==> src/rtl/crypto_loader_pkg.sv <==
// Shared constants for the crypto_loader register front end: address map,
// STATUS/CTRL bit positions, FSM state codes and block width.
package crypto_loader_pkg;

    localparam int BLOCK_W = 128;

    localparam logic [7:0] ADDR_TEXT_BASE   = 8'h00;
    localparam logic [7:0] ADDR_KEY_BASE    = 8'h10;
    localparam logic [7:0] ADDR_RESULT_BASE = 8'h20;
    localparam logic [7:0] ADDR_CTRL        = 8'h30;
    localparam logic [7:0] ADDR_STATUS      = 8'h31;
    localparam logic [7:0] ADDR_TRIG_LEN    = 8'h32;

    // 16-byte regions are selected by the upper address nibble
    localparam logic [3:0] REG_TEXT   = ADDR_TEXT_BASE[7:4];
    localparam logic [3:0] REG_KEY    = ADDR_KEY_BASE[7:4];
    localparam logic [3:0] REG_RESULT = ADDR_RESULT_BASE[7:4];

    localparam int CTRL_GO  = 0;
    localparam int CTRL_CLR = 1;

    localparam int STAT_BUSY    = 0;
    localparam int STAT_DONE    = 1;
    localparam int STAT_TIMEOUT = 2;

    localparam logic [2:0] ST_IDLE    = 3'd0;
    localparam logic [2:0] ST_LOAD    = 3'd1;
    localparam logic [2:0] ST_WAIT_HI = 3'd2;
    localparam logic [2:0] ST_WAIT_LO = 3'd3;
    localparam logic [2:0] ST_CAPTURE = 3'd4;

    function automatic logic [7:0] get_byte(input logic [BLOCK_W-1:0] blk,
                                            input logic [3:0] idx);
        return blk[{idx, 3'b000} +: 8];
    endfunction

endpackage

==> src/rtl/crypto_loader_trig.sv <==
// Scope trigger: follows the FSM active window, optionally stretched by
// TRIG_LEN cycles when LOADER_TRIG_EXT_EN is defined.
module crypto_loader_trig (
    input  logic       clk,
    input  logic       rst,
    input  logic       active,
    input  logic [7:0] trig_len,
    output logic       trigger,
    output logic       ext_busy
);

`ifdef LOADER_TRIG_EXT_EN
    logic [7:0] ext_cnt_q;

    // Reloaded every active cycle so the count starts at the fall point
    always_ff @(posedge clk or posedge rst) begin
        if (rst) begin
            ext_cnt_q <= 8'd0;
        end else if (active) begin
            ext_cnt_q <= trig_len;
        end else if (ext_cnt_q != 8'd0) begin
            ext_cnt_q <= ext_cnt_q - 8'd1;
        end
    end

    assign ext_busy = (ext_cnt_q != 8'd0);
    assign trigger  = active || ext_busy;
`else
    logic unused_trig;
    assign unused_trig = ^{clk, rst, trig_len};
    assign ext_busy    = 1'b0;
    assign trigger     = active;
`endif

endmodule

==> src/rtl/crypto_loader.sv <==
// Host byte-bus front end for the 128-bit target core: text/key assembly,
// load pulse, busy handshake with timeout, result capture. Macro: LOADER_TRIG_EXT_EN.
module crypto_loader
    import crypto_loader_pkg::*;
#(
    parameter int         TIMEOUT_CYCLES = 255,
    parameter logic [7:0] TRIG_LEN_RST   = 8'd0
) (
    input  logic               clk,
    input  logic               rst,
    input  logic [7:0]         addr_i,
    input  logic               wr_i,
    input  logic               rd_i,
    input  logic [7:0]         wdata_i,
    output logic [7:0]         rdata_o,
    output logic               load_o,
    output logic [BLOCK_W-1:0] text_o,
    output logic [BLOCK_W-1:0] key_o,
    input  logic [BLOCK_W-1:0] core_data_i,
    input  logic               core_busy_i,
    output logic               trigger_o
);

    localparam int TO_W = (TIMEOUT_CYCLES < 1) ? 1 : $clog2(TIMEOUT_CYCLES + 1);
    localparam logic [TO_W-1:0] TO_MAX = TO_W'(TIMEOUT_CYCLES);

    logic [2:0]         state_q, state_d;
    logic [BLOCK_W-1:0] text_q, key_q, result_q;
    logic               done_q, timeout_q;
    logic [TO_W-1:0]    to_cnt_q;
    logic [7:0]         rdata_q, rd_mux, status;
    logic [7:0]         trig_len_w;
    logic               ext_busy;

    logic [3:0] region, offs;
    logic       is_idle, ready, cfg_wr, ctrl_wr, go, clr, to_hit, to_fire;

    assign region  = addr_i[7:4];
    assign offs    = addr_i[3:0];
    assign is_idle = (state_q == ST_IDLE);
    // The trigger extension window counts as busy for go and config writes
    assign ready   = is_idle && !ext_busy;
    assign cfg_wr  = wr_i && ready;
    assign ctrl_wr = wr_i && (addr_i == ADDR_CTRL);
    assign go      = ctrl_wr && wdata_i[CTRL_GO] && ready;
    assign clr     = ctrl_wr && wdata_i[CTRL_CLR];
    assign to_hit  = (to_cnt_q == TO_MAX);
    assign to_fire = to_hit && (((state_q == ST_WAIT_HI) && !core_busy_i) ||
                                ((state_q == ST_WAIT_LO) &&  core_busy_i));

    always_comb begin
        state_d = state_q;
        case (state_q)
            ST_IDLE:    if (go) state_d = ST_LOAD;
            ST_LOAD:    state_d = ST_WAIT_HI;
            ST_WAIT_HI: begin
                if (core_busy_i)  state_d = ST_WAIT_LO;
                else if (to_hit)  state_d = ST_IDLE;
            end
            ST_WAIT_LO: begin
                if (!core_busy_i) state_d = ST_CAPTURE;
                else if (to_hit)  state_d = ST_IDLE;
            end
            ST_CAPTURE: state_d = ST_IDLE;
            default:    state_d = ST_IDLE;
        endcase
    end

    always_ff @(posedge clk or posedge rst) begin
        if (rst) begin
            state_q   <= ST_IDLE;
            text_q    <= '0;
            key_q     <= '0;
            result_q  <= '0;
            done_q    <= 1'b0;
            timeout_q <= 1'b0;
            to_cnt_q  <= '0;
            rdata_q   <= 8'h00;
        end else begin
            state_q <= state_d;

            if (state_d != state_q) begin
                to_cnt_q <= '0;
            end else if (!to_hit) begin
                to_cnt_q <= to_cnt_q + 1'b1;
            end

            if (cfg_wr && (region == REG_TEXT)) text_q[{offs, 3'b000} +: 8] <= wdata_i;
            if (cfg_wr && (region == REG_KEY))  key_q[{offs, 3'b000} +: 8]  <= wdata_i;

            if (clr || go) begin
                done_q    <= 1'b0;
                timeout_q <= 1'b0;
            end
            if (state_q == ST_CAPTURE) begin
                result_q <= core_data_i;
                done_q   <= 1'b1;
            end
            if (to_fire) timeout_q <= 1'b1;

            if (rd_i) rdata_q <= rd_mux;
        end
    end

`ifdef LOADER_TRIG_EXT_EN
    logic [7:0] trig_len_q;

    always_ff @(posedge clk or posedge rst) begin
        if (rst) begin
            trig_len_q <= TRIG_LEN_RST;
        end else if (cfg_wr && (addr_i == ADDR_TRIG_LEN)) begin
            trig_len_q <= wdata_i;
        end
    end

    assign trig_len_w = trig_len_q;
`else
    assign trig_len_w = 8'h00;
`endif

    always_comb begin
        status               = 8'h00;
        status[STAT_BUSY]    = !ready;
        status[STAT_DONE]    = done_q;
        status[STAT_TIMEOUT] = timeout_q;
    end

    always_comb begin
        rd_mux = 8'h00;
        case (region)
            REG_TEXT:   rd_mux = get_byte(text_q, offs);
            REG_KEY:    rd_mux = get_byte(key_q, offs);
            REG_RESULT: rd_mux = get_byte(result_q, offs);
            default: begin
                if (addr_i == ADDR_STATUS) rd_mux = status;
`ifdef LOADER_TRIG_EXT_EN
                if (addr_i == ADDR_TRIG_LEN) rd_mux = trig_len_w;
`endif
            end
        endcase
    end

    crypto_loader_trig u_trig (
        .clk      (clk),
        .rst      (rst),
        .active   (!is_idle),
        .trig_len (trig_len_w),
        .trigger  (trigger_o),
        .ext_busy (ext_busy)
    );

    assign rdata_o = rdata_q;
    assign load_o  = (state_q == ST_LOAD);
    assign text_o  = text_q;
    assign key_o   = key_q;

endmodule

==> config.mk <==
export PLATFORM = sky130hd
export DESIGN_NAME = crypto_loader
export DESIGN_NICKNAME = d
export VERILOG_FILES = /design/src/rtl/crypto_loader_pkg.sv /design/src/rtl/crypto_loader_trig.sv /design/src/rtl/crypto_loader.sv
export SDC_FILE = /design/constraint.sdc
export NUM_CORES = 1
export LEC_CHECK = 0
export ABC_AREA = 1
export ABC_CLOCK_PERIOD_IN_PS = 15450
export BUFFER_PORTS_ARGS = -buffer_cell sky130_fd_sc_hd__buf_2
export CORE_MARGIN = 3
export CORE_UTILIZATION = 49
export CTS_BUF_LIST = sky130_fd_sc_hd__clkbuf_4 sky130_fd_sc_hd__clkbuf_8
export DETAILED_ROUTE_END_ITERATION = 7
export GPL_ROUTABILITY_DRIVEN = 0
export HOLD_SLACK_MARGIN = 0.08
export PLACE_DENSITY = 0.73
export SLEW_MARGIN = 20
export SYNTH_ARGS = -nofsm -noshare
export SYNTH_HDL_FRONTEND = slang
export SYNTH_SLANG_ARGS = --single-unit
==> constraint.sdc <==
create_clock -name clk -period 15.45 [get_ports clk]
set_clock_uncertainty 0.2 [all_clocks]
set_input_delay 2.3175 -clock clk [delete_from_list [all_inputs] [get_ports clk]]
set_output_delay 2.3175 -clock clk [all_outputs]
set_load 0.005 [all_outputs]
==> results of run 1 <==
[worst max path at each step]
stage               from    endpoint  cells after the start
2_1_floorplan        rst      done_q                      1
3_3_place_gp   addr_i[7]  rdata_o[7]                     14
3_5_place_dp   addr_i[7]  rdata_o[1]                     17
4_1_cts        addr_i[0]   text_o[2]                      9
5_1_grt        addr_i[0]   text_o[2]                      9
6_report       addr_i[0]   text_o[2]                      9
[sequential cells by signal, summed over array words and instances (netlist names)]
register / count
result_q: 128
done_q: 1
key_o: 128
text_o: 128
state_q: 3
rdata_o: 8
to_cnt_q: 8
timeout_q: 1
[power breakdown]
part	internal, mW	switching, mW	total [mW]	leakage [nW]
Combinational	0.206	0.268	0.474	5.49
Sequential	1.25	0.127	1.38	5.29
Clock	0.595	0.453	1.05	0.779
Total	2.06	0.848	2.90	11.6
[Yosys cell counts, types with 3 or more instances]
library cell	number
a21oi_1	72
a31oi_1	8
buf_1	16
buf_2	20
clkbuf_1	107
dfrtp_1	405
ha_1	6
inv_1	146
inv_2	5
mux2_2	131
nand2_1	648
nand3_1	306
nand3_2	6
nand4_1	26
nor2_1	112
nor3_1	18
nor3_2	3
o211ai_1	3
o21ai_0	260
o22ai_1	3
xor2_1	3
[cells by family after synthesis]
logic type,share of synthesized area
AOI/OAI and AO/OA,0.09224
xor gates and xnor gates,0.002248
adders and majority gates,0.003854
buffers and inverters,0.05890
DFF,0.5203
muxes,0.07573
and+or+nand+nor,0.2468
[stage by stage]
| step | cell area [um2] | hold slack [ns] | instances | power (mW) | util |
|---|---|---|---|---|---|
| after CTS | 23290 | 0.2900 | 3241 | 2.894 | 0.5985 |
| final | 23330 | 0.2933 | 3244 | 2.904 | 0.5996 |
| after global routing | 23330 | 0.3166 | 3244 | 3.009 | 0.5996 |
| after global placement | 21820 | 0.2572 | 3128 | 1.835 | 0.5608 |
| after floorplan | 19480 | 0.2422 | 2322 | 1.666 | - |
| after detailed placement | 21820 | 0.2753 | 3128 | 1.857 | 0.5608 |
[layer usage]
metal / vias to the layer above / part of all wire
li1: 8391 / -
met3: 272 / 0.12
met5: - / 0.00022
met4: 2 / 0.063
met1: 9252 / 0.38
met2: 1458 / 0.43
[critical path, delay by kind of cell]
family / cells / cell delay [ns]
compound gates: 1 / 0.12
fa+ha+maj: 1 / 0.38
buf+inv: 2 / 0.96
simple gates: 5 / 2.19
[area by class of cell]
class | count | share of cell area
Antenna cell | 2 | 0.0002145
Clock buffer | 103 | 0.05861
Clock inverter | 10 | 0.004290
Inverter | 153 | 0.02493
Multi-Input combinational cell | 1620 | 0.3535
Sequential cell | 405 | 0.4343
Tap cell | 518 | 0.02778
Timing Repair Buffer | 433 | 0.09631
==> results.md, run 1 <==
- Number of global-route vias before repair: 18,480
- Starting Density: 0.5005
- Layout Nets: approximately 2,800
- Period minus WS final: about 5.7 ns
- Vias per inst: about 6
- Worst Setup End Kind: register
- Mapped Cells: roughly 2,300
- Arrival @ worst endpoint: 6.01 ns
- Area of the multi-input gates: 8249 um2
- Critical Setup Path Class: in -> reg
- Fin. max-slew vios: 0
- Register area share after synthesis: 0.5203
- Cell variety after synth: 32
- FFs w/ async S/R, synth: 1.000
- Hold Path End: done_q
- CTS max path bufs: 3
- Crit-path slowest cell: nor3_2
- Data required, critical path: between 15 and 20 ns
- M3 GR Usage: 0.09729
- Mapped Area: between 15,000 and 20,000 um2
- Seq cells post-synth: between 400 and 500
- Pwr/cell area: about 120 nW/um2
- Via Count: just under 20,000
- Ranking of synthesized cells by area: dfrtp_1, nand2_1, nand3_1
- Clock root buffer: clkbuf_8
- Worst hold path type: reg -> reg
- Core Region: slightly below 40,000 um2
- Setup WS post-layout: 9.707 ns
- Post-CTS setup repair buffer count: 0
- Die X: roughly 210 um
- DRT iter0 DRCs: roughly 2,800
- Most frequent cells in the layout: nand2_1, buf_2, dfrtp_1
- # rows: 72
- Post-CTS Resized: 0
- FF-to-FF End: text_o[86]
- Biggest area consumer among synthesized cells: dfrtp_1
- Worst path cell trace: buf_2 -> inv_2 -> ha_1 -> nand2_1 -> nand2_2 -> nor3_2 -> nand2_1 -> nand2_1 -> o21ai_0
- WL final: 78.87 mm
- DRC errors left: 0
- Slew margin rel.: 0.2997
- RR Startpoint: state_q[1]
- Commonest non-fill, non-tap cell in the layout: nand2_1
- Crit start category: primary input
- Grt ovf: 0
- Hold Crit Depth: 2
- Worst Hold Launch: done_q
- Clock Latency Late Sink: roughly 0.64 ns
- Total negative slack: 0 ns
- RSZ-0062 raised after global routing: false
- EDFF count, synth: 0
- Leak pwr: around 12 nW
- # setup viols final: 0
- Final hold violations: 0
- H-tree depth: 3
- Yosys warnings: 0
- Number of fill cells: about 3,500
- First-pass GRT wire length: approximately 120 mm
- DR pass1 iterations: 8
- Max FO, Critical Path: 33
- Status: finished, final reports clean
- Crit path top cell by count: nand2_1
- PortBufs: approximately 410
- GRT Resource Usage Total: 0.3678
- Area Overhead vs Synth: 19.78%
- Most used routing layer: met2
- R2R cell count: 9
- Initial antenna violation count: 3
- Worst-path clk slew: about 0.060 ns
- Avg WL per Cell: between 20 and 25 um
- # clock sinks: between 400 and 500
- Routed Antenna Nets: 0
- CTS tree: done
- Hold-fix buffers at CTS: 0
- DP HPWL: between 50 and 60 mm
- Max cap viols: 0
- Die height: 205.4 um
- Met1 Resource Use GR: 0.4996
- Storage cell area: 10,130 um2
- Met2 usage: 0.5424
- Pin count of the biggest net entering global routing: about 190
- Fmax: between 0.15 and 0.2 GHz
- Share of the synthesized area in the top cell type: 0.5203
- IO Count: 415
- Critical Path Max Stage Delay: 0.97 ns
- Flop-to-flop setup slack: roughly 12 ns
- Ratio of cells with drive above 1 in the final layout: 0.2599
- Dpl ws: between 9 and 10 ns
- Synth Flop Type: dfrtp_1
- Fin crit share: 0.3717
- Mean Syn Cell Area: between 8 and 9 um2
- Die area: roughly 42,000 um2
- Cts bufs inserted: between 70 and 80
- VDD IR-drop max: ~0.074 mV
- Mapped Nets: about 2,500
- Worst Tran Pin Value: approximately 1.0 ns
No activity file was read; power rests on OpenSTA's default activity.
==> run 2: changes to the inputs <==
- ABC_CLOCK_PERIOD_IN_PS: 15450 -> 5900
- clock period: 15.45 -> 5.9 ns (I/O delays scaled with it)
==> run 2 against run 1 <==
Utilization up 0.16 points. Critical path depth is 6 higher. Power grew to 2.6 times the previous value. Setup slack got worse by 7.1 ns. Sequential power rose to 2.6 times the previous value. Die area unchanged. Count of clock-buffer cells in the layout up 7. Clock power rose to 2.6 times the previous value. Non-clock buffer count increased by 6. Combinational power grew to 2.6 times the previous value. First-iteration DRC count fell by 10%.
==> results.md, run 2 (synthesized netlist as in run 1, its figures left out) <==
- # clock sinks: 405 (unchanged)
- Total negative slack: 0 ns (unchanged)
- Critical Setup Path Class: in -> reg
- Flop-to-flop setup slack: 2.61 ns (-9.22 ns)
- Ratio of cells with drive above 1 in the final layout: 0.2625 (+0.002611)
- # setup viols final: 0 (unchanged)
- GRT Resource Usage Total: 0.3671 (-0.0007878)
- Crit start category: primary input
- Most frequent cells in the layout: nand2_1, buf_2, dfrtp_1
- Hold-fix buffers at CTS: 0 (unchanged)
- Final std cells w/o fill: 3,256 (+0.37%)
- Pin count of the biggest net entering global routing: 157 (-15%)
- Worst Setup End Kind: register
- Via Count: 19,300 (-0.37%)
- CTS tree: done
- IO Count: 415 (unchanged)
- DRT iter0 DRCs: 2,514 (-10%)
- VDD IR-drop max: 0.1734 mV (+130%)
- Core Region: 38,920 um2 (unchanged)
- Clock root buffer: clkbuf_8
- CTS max path bufs: 3 (unchanged)
- Arrival @ worst endpoint: 3.68 ns (-2.33 ns)
- Status: finished, final reports clean
- Leak pwr: 11.59 nW (+0.32%)
- DRC errors left: 0 (unchanged)
- Grt ovf: 0 (unchanged)
- Pwr/cell area: 326.2 nW/um2 (+160%)
- Vias per inst: 5.929 (-0.73%)
- Number of global-route vias before repair: 18,210 (-1.5%)
- Die X: 205.4 um (unchanged)
- Initial antenna violation count: 5 (+2)
- Critical Path Max Stage Delay: 0.63 ns (-0.34 ns)
- DP HPWL: 56.20 mm (-1.2%)
- Post-CTS setup repair buffer count: 0 (unchanged)
- Dpl ws: 2.079 ns (-7.253 ns)
- Area Overhead vs Synth: 20.10%
- # rows: 72 (unchanged)
- RSZ-0062 raised after global routing: false
- First-pass GRT wire length: 114.8 mm (-1.1%)
- WL final: 78.31 mm (-0.71%)
- Starting Density: 0.5005 (unchanged)
- Die area: 42,180 um2 (unchanged)
- Fin. max-slew vios: 0 (unchanged)
- Worst-path clk slew: 0.06 ns (about the same)
- Post-CTS Resized: 0 (unchanged)
- Placed cells: 3,135 (+0.22%)
- Worst Tran Pin Value: 0.9351 ns (-0.1096 ns)
- Top Family by Delay on Critical Path: buffers and inverters
- Fin crit share: 0.5612
- Clock Latency Late Sink: 0.65 ns (about the same)
- Final hold violations: 0 (unchanged)
- H-tree depth: 3 (unchanged)
- Cts bufs inserted: 72 (+1.4%)
- Layout Nets: 2,846 (+0.25%)
- Buffers & Inverters on Critical Path: 5 (+3)
- Fin util: 0.6012 (+0.001608)
- Fmax: 0.3020 GHz
- Max FO, Critical Path: 58 (+76%)
- Commonest non-fill, non-tap cell in the layout: nand2_1
- Max cap viols: 0 (unchanged)
- Worst hold path type: in -> async
- Routed Antenna Nets: 0 (unchanged)
- Crit path top cell by count: nand2_1
- Worst path cell trace: buf_2 -> nor2_4 -> buf_4 -> buf_4 -> buf_4 -> nand3_1 -> o21ai_0 -> nand2_1 -> nand3_1 -> nand3_1 -> nand2_1 -> inv_1 -> nor2_1 -> nand2_1 -> nand2_1
- Setup WS post-layout: 2.589 ns (-7.119 ns)
- DR pass1 iterations: 6 (-2)
- Avg WL per Cell: 24.05 um (-1.1%)
- PortBufs: 414 (unchanged)
- Worst hold slack: 0.2335 ns (-0.05979 ns)
- Slew margin rel.: 0.3732 (+0.07350)
- Data required, critical path: 6.27 ns (-9.45 ns)
- Crit-path slowest cell: buf_4
- Period minus WS final: 3.311 ns
- Die height: 205.4 um (unchanged)
run 2: final timing paths:
check                                 from      endpoint  depth (start not counted)
min in group clk           core_data_i[64]  result_q[64]                          2
setup reg to reg                state_q[1]     key_o[12]                          8
hold / removal                         rst     key_o[48]                          3
max in group asynchronous              rst     text_o[0]                          4
hold reg to reg                 rdata_o[7]    rdata_o[7]                          2
setup / recovery                 addr_i[7]    rdata_o[7]                         15
run 2: routing by layer:
metal	global-route usage	part of all wire
met5	0	0.00024
met2	0.5452	0.44
met4	0.2070	0.065
met1	0.4860	0.38
met3	0.1024	0.12
run 2: cell type report:
| class | count | area [um2] |
|---|---|---|
| diodes | 3 | 7.507 |
| clock buffers | 110 | 1408 |
| clock inverters | 8 | 70.07 |
| fillers | 3530 | 15520 |
| inverters | 153 | 578.1 |
| multi-input cells | 1620 | 8240 |
| flip-flops and latches | 405 | 10130 |
| well taps | 518 | 648.1 |
| repair buffers | 439 | 2310 |
run 2: worst register-to-register path: stages (launching register included):
cell and delay, ns:
dfrtp_1 0.42, nor2_1 0.27, nand2_1 0.30, nor2_1 0.16, inv_1 0.10, nor2_2 0.37, buf_4 0.35, nand3_1 0.59
o21ai_0 0.43
run 2: stage by stage:
stage	power [mW]	cell area [um2]
2_1_floorplan	4.364	19480
3_3_place_gp	4.833	21910
3_5_place_dp	4.885	21910
4_1_cts	7.616	23390
5_1_grt	7.926	23400
6_report	7.631	23400
run 2: where the power goes:
group | total, mW | leakage (nW) | internal (mW) | switching (mW)
Combinational | 1.24 | 5.52 | 0.539 | 0.703
Clock | 2.75 | 0.781 | 1.55 | 1.21
Sequential | 3.63 | 5.29 | 3.29 | 0.348
